**src/rtl/demux4_deser_if.sv**
```systemverilog
// ---------------------------------------------------------------------------
// demux4_deser_if
// Bundles the bit-level input side and the word-level output side of
// demux4_deser into a single interface.
//
// Build option: define DEMUX_DESER_PARITY_EN to add the word_par signal.
//
// Signals
//   bit_valid  : a valid bit is present on ch_in/sel this cycle
//   sel[1:0]   : channel currently routed by the upstream demux
//   ch_in[3:0] : demux outputs; only ch_in[sel] is meaningful
//   word_ready : downstream accepts the presented word this cycle
//   ovf_clr    : synchronous clear of all sticky overflow flags
//   word_valid : word_data/word_ch hold a valid word
//   word_data  : assembled word (MSB received first)
//   word_ch    : channel the presented word came from
//   overflow   : sticky per-channel overflow flags
//   word_par   : (optional) XOR reduction of word_data
//
// Modports
//   master : the side that feeds bits and consumes words (testbench/system)
//   slave  : the deserializer itself
// ---------------------------------------------------------------------------
interface demux4_deser_if #(
    parameter int WORD_W = 8
);
    logic              bit_valid;
    logic [1:0]        sel;
    logic [3:0]        ch_in;
    logic              word_ready;
    logic              ovf_clr;
    logic              word_valid;
    logic [WORD_W-1:0] word_data;
    logic [1:0]        word_ch;
    logic [3:0]        overflow;
`ifdef DEMUX_DESER_PARITY_EN
    logic              word_par;
`endif

    modport master (
        output bit_valid, sel, ch_in, word_ready, ovf_clr,
        input  word_valid, word_data, word_ch, overflow
`ifdef DEMUX_DESER_PARITY_EN
        , input word_par
`endif
    );

    modport slave (
        input  bit_valid, sel, ch_in, word_ready, ovf_clr,
        output word_valid, word_data, word_ch, overflow
`ifdef DEMUX_DESER_PARITY_EN
        , output word_par
`endif
    );
endinterface

```
**src/rtl/demux4_deser.sv**
```systemverilog
// ---------------------------------------------------------------------------
// demux4_deser
// Samples the outputs of a 1:4 bit demultiplexer, deserializes each of the
// four channels independently into WORD_W-bit words (MSB first) and drains
// completed words through a single valid/ready port using a round-robin
// arbiter.
//
// Build option: define DEMUX_DESER_PARITY_EN to add bus.word_par, the even
// parity (XOR reduction) of word_data, registered alongside it.
//
// Ports
//   clk   : system clock, rising edge
//   rst_n : asynchronous active-low reset
//   bus   : demux4_deser_if.slave (bit input side + word output side)
//
// Parameter
//   WORD_W : bits per assembled word, 2..32
// ---------------------------------------------------------------------------
module demux4_deser #(
    parameter int WORD_W = 8
) (
    input  logic           clk,
    input  logic           rst_n,
    demux4_deser_if.slave  bus
);
    localparam int CW = (WORD_W > 2) ? $clog2(WORD_W) : 1;

    // Only WORD_W-1 bits need storing: the final bit is appended on the fly
    // at the completing edge.
    logic [WORD_W-2:0] shreg_q [4];
    logic [CW-1:0]     cnt_q   [4];
    logic [WORD_W-1:0] hold_q  [4];
    logic [3:0]        pend_q, pend_d;
    logic [3:0]        ovf_q, ovf_d;
    logic [1:0]        ptr_q, ptr_d;

    logic              valid_q, valid_d;
    logic [WORD_W-1:0] data_q, data_d;
    logic [1:0]        ch_q, ch_d;
`ifdef DEMUX_DESER_PARITY_EN
    logic              par_q, par_d;
`endif

    logic [3:0]        cap, done, drain, accept, ovf_set;
    logic [WORD_W-1:0] word_new [4];

    logic              load;
    logic              grant_vld;
    logic [1:0]        grant_idx;
    logic [1:0]        idx;

    // Output register may take a new word when empty or when the current one
    // is leaving this edge.
    assign load = !valid_q || bus.word_ready;

    // Round-robin search starting at ptr_q. Iterating from the farthest
    // offset down lets the nearest pending channel win.
    always_comb begin
        grant_vld = 1'b0;
        grant_idx = ptr_q;
        idx       = '0;
        for (int i = 3; i >= 0; i--) begin
            idx = ptr_q + 2'(i);
            if (pend_q[idx]) begin
                grant_vld = load;
                grant_idx = idx;
            end
        end
    end

    genvar gi;
    generate
        for (gi = 0; gi < 4; gi++) begin : g_ch
            assign cap[gi]      = bus.bit_valid && (bus.sel == 2'(gi));
            assign done[gi]     = cap[gi] && (cnt_q[gi] == CW'(WORD_W - 1));
            assign word_new[gi] = {shreg_q[gi], bus.ch_in[gi]};
            assign drain[gi]    = grant_vld && (grant_idx == 2'(gi));
            // A completed word is kept if its slot is free or is being
            // emptied at this same edge; otherwise it is dropped.
            assign accept[gi]   = done[gi] && (!pend_q[gi] || drain[gi]);
            assign ovf_set[gi]  = done[gi] && pend_q[gi] && !drain[gi];
        end
    endgenerate

    always_comb begin
        pend_d  = (pend_q & ~drain) | accept;
        // A new overflow event beats a simultaneous clear.
        ovf_d   = (bus.ovf_clr ? 4'b0000 : ovf_q) | ovf_set;
        valid_d = valid_q;
        data_d  = data_q;
        ch_d    = ch_q;
        ptr_d   = ptr_q;
`ifdef DEMUX_DESER_PARITY_EN
        par_d   = par_q;
`endif
        if (grant_vld) begin
            valid_d = 1'b1;
            data_d  = hold_q[grant_idx];
            ch_d    = grant_idx;
            ptr_d   = grant_idx + 2'd1;
`ifdef DEMUX_DESER_PARITY_EN
            par_d   = ^hold_q[grant_idx];
`endif
        end else if (valid_q && bus.word_ready) begin
            valid_d = 1'b0;
        end
    end

    always_ff @(posedge clk or negedge rst_n) begin
        if (!rst_n) begin
            for (int i = 0; i < 4; i++) begin
                shreg_q[i] <= '0;
                cnt_q[i]   <= '0;
                hold_q[i]  <= '0;
            end
            pend_q  <= '0;
            ovf_q   <= '0;
            ptr_q   <= '0;
            valid_q <= 1'b0;
            data_q  <= '0;
            ch_q    <= '0;
`ifdef DEMUX_DESER_PARITY_EN
            par_q   <= 1'b0;
`endif
        end else begin
            for (int i = 0; i < 4; i++) begin
                if (cap[i]) begin
                    shreg_q[i] <= word_new[i][WORD_W-2:0];
                    cnt_q[i]   <= done[i] ? '0 : cnt_q[i] + CW'(1);
                end
                if (accept[i]) begin
                    hold_q[i] <= word_new[i];
                end
            end
            pend_q  <= pend_d;
            ovf_q   <= ovf_d;
            ptr_q   <= ptr_d;
            valid_q <= valid_d;
            data_q  <= data_d;
            ch_q    <= ch_d;
`ifdef DEMUX_DESER_PARITY_EN
            par_q   <= par_d;
`endif
        end
    end

    assign bus.word_valid = valid_q;
    assign bus.word_data  = data_q;
    assign bus.word_ch    = ch_q;
    assign bus.overflow   = ovf_q;
`ifdef DEMUX_DESER_PARITY_EN
    assign bus.word_par   = par_q;
`endif
endmodule

```
**src/flat_wrapper.sv**
```systemverilog
// flat-port wrapper written by rule: the top's interface ports become plain ports
module demux4_deser_flat 
#(
    parameter int WORD_W = 8
)
  (clk, rst_n, bus_bit_valid, bus_sel, bus_ch_in, bus_word_ready, bus_ovf_clr, bus_word_valid, bus_word_data, bus_word_ch, bus_overflow);
  demux4_deser_if #(.WORD_W(WORD_W)) bus_i ();
  input  logic clk;
  input  logic rst_n;
  input wire logic [$bits(bus_i.bit_valid)-1:0] bus_bit_valid;
  input wire logic [$bits(bus_i.sel)-1:0] bus_sel;
  input wire logic [$bits(bus_i.ch_in)-1:0] bus_ch_in;
  input wire logic [$bits(bus_i.word_ready)-1:0] bus_word_ready;
  input wire logic [$bits(bus_i.ovf_clr)-1:0] bus_ovf_clr;
  output wire logic [$bits(bus_i.word_valid)-1:0] bus_word_valid;
  output wire logic [$bits(bus_i.word_data)-1:0] bus_word_data;
  output wire logic [$bits(bus_i.word_ch)-1:0] bus_word_ch;
  output wire logic [$bits(bus_i.overflow)-1:0] bus_overflow;
  assign bus_i.bit_valid = bus_bit_valid;
  assign bus_i.sel = bus_sel;
  assign bus_i.ch_in = bus_ch_in;
  assign bus_i.word_ready = bus_word_ready;
  assign bus_i.ovf_clr = bus_ovf_clr;
  assign bus_word_valid = bus_i.word_valid;
  assign bus_word_data = bus_i.word_data;
  assign bus_word_ch = bus_i.word_ch;
  assign bus_overflow = bus_i.overflow;
  demux4_deser #(.WORD_W(WORD_W)) u_core (.clk(clk), .rst_n(rst_n), .bus(bus_i));
endmodule
```
**config.mk**
```make
export PLATFORM = sky130hd
export DESIGN_NAME = demux4_deser_flat
export DESIGN_NICKNAME = d
export VERILOG_FILES = /design/src/rtl/demux4_deser_if.sv /design/src/rtl/demux4_deser.sv /design/src/flat_wrapper.sv
export SDC_FILE = /design/constraint.sdc
export NUM_CORES = 1
export LEC_CHECK = 0
export ABC_CLOCK_PERIOD_IN_PS = 2250
export CORE_MARGIN = 5
export CORE_UTILIZATION = 58
export CTS_BUF_LIST = sky130_fd_sc_hd__clkbuf_8 sky130_fd_sc_hd__clkbuf_16
export CTS_CLUSTER_DIAMETER = 200
export DETAILED_ROUTE_END_ITERATION = 10
export PLACE_DENSITY = 0.78
export SYNTH_ARGS = -nofsm -noshare
export SYNTH_HDL_FRONTEND = slang
export SYNTH_SLANG_ARGS = --single-unit
```
**constraint.sdc**
```tcl
create_clock -name clk -period 2.25 [get_ports clk]
set_input_delay 0.5625 -clock clk [delete_from_list [all_inputs] [get_ports clk]]
set_output_delay 0.5625 -clock clk [all_outputs]
set_load 0.02 [all_outputs]
```
==> results of run 1 <==
[placed cells by master (no fill, tap or decap), types with 8 or more instances in the layout]
cell type,instances
buf_4,28
clkbuf_8,11
clkdlybuf4s50_1,24
dfrtp_1,93
ha_1,8
mux2_1,30
mux2_2,9
mux2_4,8
mux2i_1,16
nand2_1,72
nand2b_1,8
o221ai_1,8
[critical path, stage by stage]
cell and delay [ps]:
clkdlybuf4s50_1 460, nand2b_1 150, nor2b_1 250, o221ai_2 160, o21ai_2 170, nand3_2 230, mux2_1 380
[registers in the layout, summed over array words and instances (netlist names)]
register / count
u_core.hold_q: 32
u_core.bus.word_ch: 2
u_core.bus.word_data: 8
u_core.bus.word_valid: 1
u_core.pend_q: 4
u_core.cnt_q: 12
u_core.bus.overflow: 4
u_core.shreg_q: 28
u_core.ptr_q: 2
[worst min path at each step]
stage | start | end | slack (ps) | cells past startpoint
floorplan | rst_n | u_core.bus.overflow[0]$_DFF_PN0_ | 270 | 0
global placement | u_core.bus.word_ch[0]$_DFFE_PN0P_ | u_core.bus.word_ch[0]$_DFFE_PN0P_ | 460 | 2
detailed placement | u_core.shreg_q[13]$_DFFE_PN0P_ | u_core.shreg_q[13]$_DFFE_PN0P_ | 470 | 2
CTS | rst_n | u_core.cnt_q[1]$_DFFE_PN0P_ | 160 | 1
global route | rst_n | u_core.cnt_q[1]$_DFFE_PN0P_ | 190 | 1
finish | rst_n | u_core.cnt_q[1]$_DFFE_PN0P_ | 140 | 1
[metal layers]
metal  part of all wire, %  global-route usage [%]  vias to the layer above
met5                     0                       0                        -
met1                    47                    27.2                     1253
met4                   1.4                    5.98                        0
met2                    47                    31.0                       53
met3                   4.9                    5.15                       12
li1                      -                       -                     1233
[cells by family after synthesis]
group | Yosys count | synth area share, %
adder cells (fa/ha/maj) | 8 | 2.49
AND/OR/NAND/NOR | 104 | 12.3
XOR/XNOR | 1 | 0.218
buffers and inverters | 19 | 1.99
flip-flops | 93 | 57.8
multiplexers | 63 | 17.9
AO/OA/AOI/OAI | 37 | 7.36
[synth_stat cells, drive strengths merged]
master	instances	area [um2]
o21ai	13	68.8
nor2	2	7.51
mux2i	16	160
nand2b	9	56.3
o31a	1	8.76
inv	7	26.3
a21oi	1	8.76
clkinv	2	7.51
or2	1	6.26
o21a	1	7.51
nand4	1	6.26
nor3b	2	20.0
o221ai	9	85.1
ha	8	100
a2bb2oi	1	8.76
nor2b	3	18.8
xnor2	1	8.76
o22a	1	8.76
o31ai	2	33.8
nand3b	4	30.0
nor4	1	6.26
dfrtp	93	2330
and2b	2	15.0
nand2	72	270
nor3	4	25.0
o21bai	1	18.8
a21o	3	22.5
nand3	3	32.5
o22ai	4	25.0
clkbuf	7	26.3
mux2	47	559
buf	3	20.0
[power by group]
| group | internal, mW | switching (mW) | total (mW) | leakage, nW |
|---|---|---|---|---|
| Sequential | 2.12 | 0.326 | 2.45 | 1.23 |
| Combinational | 0.917 | 0.965 | 1.88 | 1.03 |
| Clock | 0.588 | 0.593 | 1.18 | 0.108 |
| Total | 3.63 | 1.88 | 5.51 | 2.37 |
[area by class of cell]
| cell class | instances | share of cell area [%] |
|---|---|---|
| Inverter | 9 | 0.705 |
| Clock inverter | 5 | 1.38 |
| Tap cell | 96 | 2.51 |
| Clock buffer | 11 | 3.16 |
| Timing Repair Buffer | 52 | 9.40 |
| Sequential cell | 93 | 48.6 |
| Multi-Input combinational cell | 213 | 34.3 |
==> reports/qor.yml, run 1 <==
num_rows: 30
dieWidth_um: 93.3
final_cells: 479
dp_hpwl_mm: 5.69
io_pins: 26
worstPathMaxFanout: 8
p_leak_nw: 2.37
ir_drop_mv: 0.481
routed_via_density: 5.33
antenna_found_initial: 0
drt-pass1-iter-count: 4
cts_tree: "yes"
finalSetupViolCount: 0
syn_area_per_cell_um2: 12.4
cts.reportedPaths.clkPinSlew_ps: 90
seq_area_um2: 2330
fin_nets: 397
endpoint_kind: "flop"
pre_cts_ws_ps: -304
holdBufCountCts: 0
rr_startpoint: "u_core.pend_q[0]$_DFF_PN0_"
cts_root_buf: "clkbuf_8"
r2r-end: "u_core.hold_q[11]$_DFFE_PN0P_"
setup_ws_ps: 128
post-route-period-util_pct: 94.3
fin_util_pct: 70.5
htree_levels: 3
ys_seq_elements: 93
drtAntennaViolNets: 0
gp_congestion: 0.896
power_mw: 5.51
grt_overflow: 0
drive_above_1_share_pct: 19.3
rrSetupSlack_ps: 150
placement.io_buffers: 25
fin_skew_ps: 9.75
grt_setup_unrepaired: "no"
cts_sinks: 93
cp.required_ps: 2500
grt_pass1_wl_mm: 13.2
clock_latency_ps: 360
syn_nets: 344
drv_slew: 0
diodes: 0
yosys_warnings: 0
period_minus_slack_ps: 2120
rr_worst_depth: 5
fin_hold_ws_ps: 142
ys_types: 43
cts_resized: 0
grt_usage_pct: 19.8
vias: 2551
p_per_area_nw_per_um2: 1150
syn_inst: 325
die_y_um: 93.3
wl_per_cell_um: 15.8
grt_pass1_vias: 2686
grt_max_degree: 39
drc: 0
synth_area_um2: 4030
startpoint_type: "input port"
ys_seq_area_share_pct: 57.8
maxCapViolCount: 0
initial_core_util_pct: 59.3
post-cts-setup-buffers: 0
tns_ps: 0
dpl_cell_area_um2: 4560
core_um2: 6790
dp.cells: 463
endpoint: "u_core.hold_q[18]$_DFFE_PN0P_"
startpoint: "bus_word_ready"
worstMarginPinSlew_ps: 478
fillCellCount: 477
status: "complete, no violations"
hp-class: "in2async"
cp_data_arrival_time_ps: 2370
multi_input_area_um2: 1640
hold_viol: 0
crit_type: "in2reg"
cts_buffer_depth: 2
slew_headroom_pct: 68.1
area_growth_pct: 19.0
max_freq_mhz: 471
drt_iter0_drc: 133
stdcell_area_um2: 4790
die-area_um2: 8710
drt_wl_total_mm: 7.55
cts_buffers: 9
Power figures use the tool's default switching activity.
==> inputs of run 2 (changes only) <==
- CELL_PAD_IN_SITES_DETAIL_PLACEMENT: not set -> 0
- CELL_PAD_IN_SITES_GLOBAL_PLACEMENT: not set -> 2
- CORE_UTILIZATION: 58 -> 41
- PLACE_DENSITY: 0.78 -> not set
- PLACE_DENSITY_LB_ADDON: not set -> 0.1
==> run 2 against run 1 <==
Maximum frequency is 1.4% lower. Final cell count up 7.3%. First-iteration DRC count fell by 38%. Combinational power is 3% lower. Clock skew rose by 0.87 ps. Power grew 2.6%. Global-route usage is 4.9 points lower. Largest power group unchanged. Die area increased by 37%. Largest cell class unchanged. Clock power increased by 18%. Register-to-register slack worse by 50 ps. Non-clock buffer count decreased by 2.
==> reports/qor.yml, run 2 (synthesis gave the netlist of run 1 again) <==
htree_levels: 3  # unchanged
crit_type: "reg2reg"  # was in2reg
setup_ws_ps: 97.1  # was 128 ps
grt_pass1_wl_mm: 13.2  # about the same
worstPathMaxFanout: 8  # unchanged
gp_congestion: 0.798  # was 0.896
grt_overflow: 0  # unchanged
stdcell_area_um2: 4880  # was 4790 um2
core_um2: 9680  # was 6790 um2
antenna_found_initial: 0  # unchanged
hp-class: "in2async"  # unchanged
largest_register_ff_count: 32  # unchanged
fin_skew_ps: 10.6  # was 9.75 ps
vias: 2480  # was 2551
cp.required_ps: 2500  # about the same
grt_pass1_vias: 2547  # was 2686
io_pins: 26  # unchanged
dieWidth_um: 109  # was 93.3 um
layout_common_cells: "dfrtp_1 (93), nand2_1 (72), mux2_1 (30)"  # unchanged
final_cells: 514  # was 479
routed_via_density: 4.82  # was 5.33
initial_core_util_pct: 41.6  # was 59.3%
dpl_cell_area_um2: 4610  # was 4560 um2
drv_slew: 0  # unchanged
grt_max_degree: 40  # was 39
fin_nets: 395  # was 397
post-route-period-util_pct: 95.7  # was 94.3%
p_leak_nw: 2.40  # was 2.37 nW
placement.io_buffers: 25  # unchanged
pre_cts_ws_ps: -253  # was -304 ps
final_common_cell: "dfrtp_1"  # unchanged
cts_tree: "yes"  # unchanged
top_regs: "u_core.hold_q x32, u_core.shreg_q x28, u_core.cnt_q x12"  # unchanged
dp_hpwl_mm: 5.82  # was 5.69 mm
endpoint_kind: "flop"  # unchanged
maxCapViolCount: 0  # unchanged
crit_path_cell_trace: "and2b_1 > o31a_1 > o31ai_4 > nand3_4 > mux2_4"  # was clkdlybuf4s50_1 > nand2b_1 > nor2b_1 > o221ai_2 > o21ai_2 > nand3_2 > mux2_1
diodes: 0  # unchanged
clock_latency_ps: 370  # was 360 ps
status: "complete, no violations"  # unchanged
drt_iter0_drc: 83  # was 133
period_minus_slack_ps: 2150  # was 2120 ps
grt_usage_pct: 14.9  # was 19.8%
worstMarginPinSlew_ps: 440  # was 478 ps
die_y_um: 109  # was 93.3 um
grt_setup_unrepaired: "no"  # unchanged
slew_headroom_pct: 70.6  # was 68.1%
critPathSlowestCell: "dfrtp_1"  # was clkdlybuf4s50_1
holdBufCountCts: 0  # unchanged
max_stage_delay_ps: 470  # was 460 ps
dp.cells: 498  # was 463
startpoint_type: "flop"  # was input port
max_freq_mhz: 464  # was 471 MHz
cts_buffers: 9  # unchanged
drive_above_1_share_pct: 18.9  # was 19.3%
cts.reportedPaths.clkPinSlew_ps: 90  # about the same
finalSetupViolCount: 0  # unchanged
drtAntennaViolNets: 0  # unchanged
drt_wl_total_mm: 7.68  # was 7.55 mm
hold_viol: 0  # unchanged
num_rows: 36  # was 30
power_mw: 5.65  # was 5.51 mW
drc: 0  # unchanged
cp_data_arrival_time_ps: 2400  # was 2370 ps
die-area_um2: 11900  # was 8710 um2
area_growth_pct: 21.2  # was 19.0%
cts_root_buf: "clkbuf_8"  # unchanged
cts_buffer_depth: 2  # unchanged
drt-pass1-iter-count: 4  # unchanged
wl_per_cell_um: 14.9  # was 15.8 um
cts_sinks: 93  # unchanged
largest-register: "u_core.hold_q"  # unchanged
p_per_area_nw_per_um2: 1160  # was 1150 nW/um2
ir_drop_mv: 0.375  # was 0.481 mV
-- run 2: repair_timing --
item,in CTS,in global routing
endpoints found under the setup margin,0,15
setup buffers,0,0
resized for setup,0,3
-- run 2: final cells by class --
| cell class | instances | area, um2 |
|---|---|---|
| timing repair buffer | 50 | 448 |
| inverter | 9 | 33.8 |
| multi-input combinational | 213 | 1640 |
| clock inverter | 4 | 93.8 |
| sequential | 93 | 2330 |
| clock buffer | 12 | 165 |
| fill | 893 | 4810 |
| tap | 133 | 166 |
-- run 2: critical path, delay by kind of cell (launching register included) --
family | cells | cell delay (ps)
compound gates | 2 | 760
flops | 1 | 470
mux | 1 | 350
simple gates | 2 | 470
-- run 2: stage by stage --
stage	util [%]	hold WS [ps]	TNS, ps
2_1_floorplan	-	267	0
3_3_place_gp	47.6	461	-3660
3_5_place_dp	47.6	472	-3780
4_1_cts	50.3	129	0
5_1_grt	50.4	155	0
6_report	50.4	136	0
-- run 2: routing by layer --
layer  vias up  global-route usage, %  share of wire (%)
li1       1231                      -                  -
met1      1203                   21.9                 51
met4         0                   6.76                2.1
met3        14                   3.61                3.9
met5         -                      0                  0
met2        32                   20.6                 43
-- run 2: worst paths after layout --
check	slack, ps	from	cells after the start	to
min reg2reg	490	u_core.shreg_q[20]$_DFFE_PN0P_	2	u_core.shreg_q[20]$_DFFE_PN0P_
max reg2reg	100	u_core.pend_q[0]$_DFF_PN0_	5	u_core.hold_q[9]$_DFFE_PN0P_
max in group asynchronous	1440	rst_n	2	u_core.cnt_q[6]$_DFFE_PN0P_
min	140	rst_n	1	u_core.bus.word_data[1]$_DFFE_PN0P_
max	100	u_core.pend_q[0]$_DFF_PN0_	5	u_core.hold_q[9]$_DFFE_PN0P_
min in group clk	490	u_core.shreg_q[20]$_DFFE_PN0P_	2	u_core.shreg_q[20]$_DFFE_PN0P_
-- run 2: power breakdown --
group / internal (mW) / switching (mW)
clock network: 0.826 / 0.563
registers: 2.12 / 0.324
logic: 0.895 / 0.925
total: 3.84 / 1.81
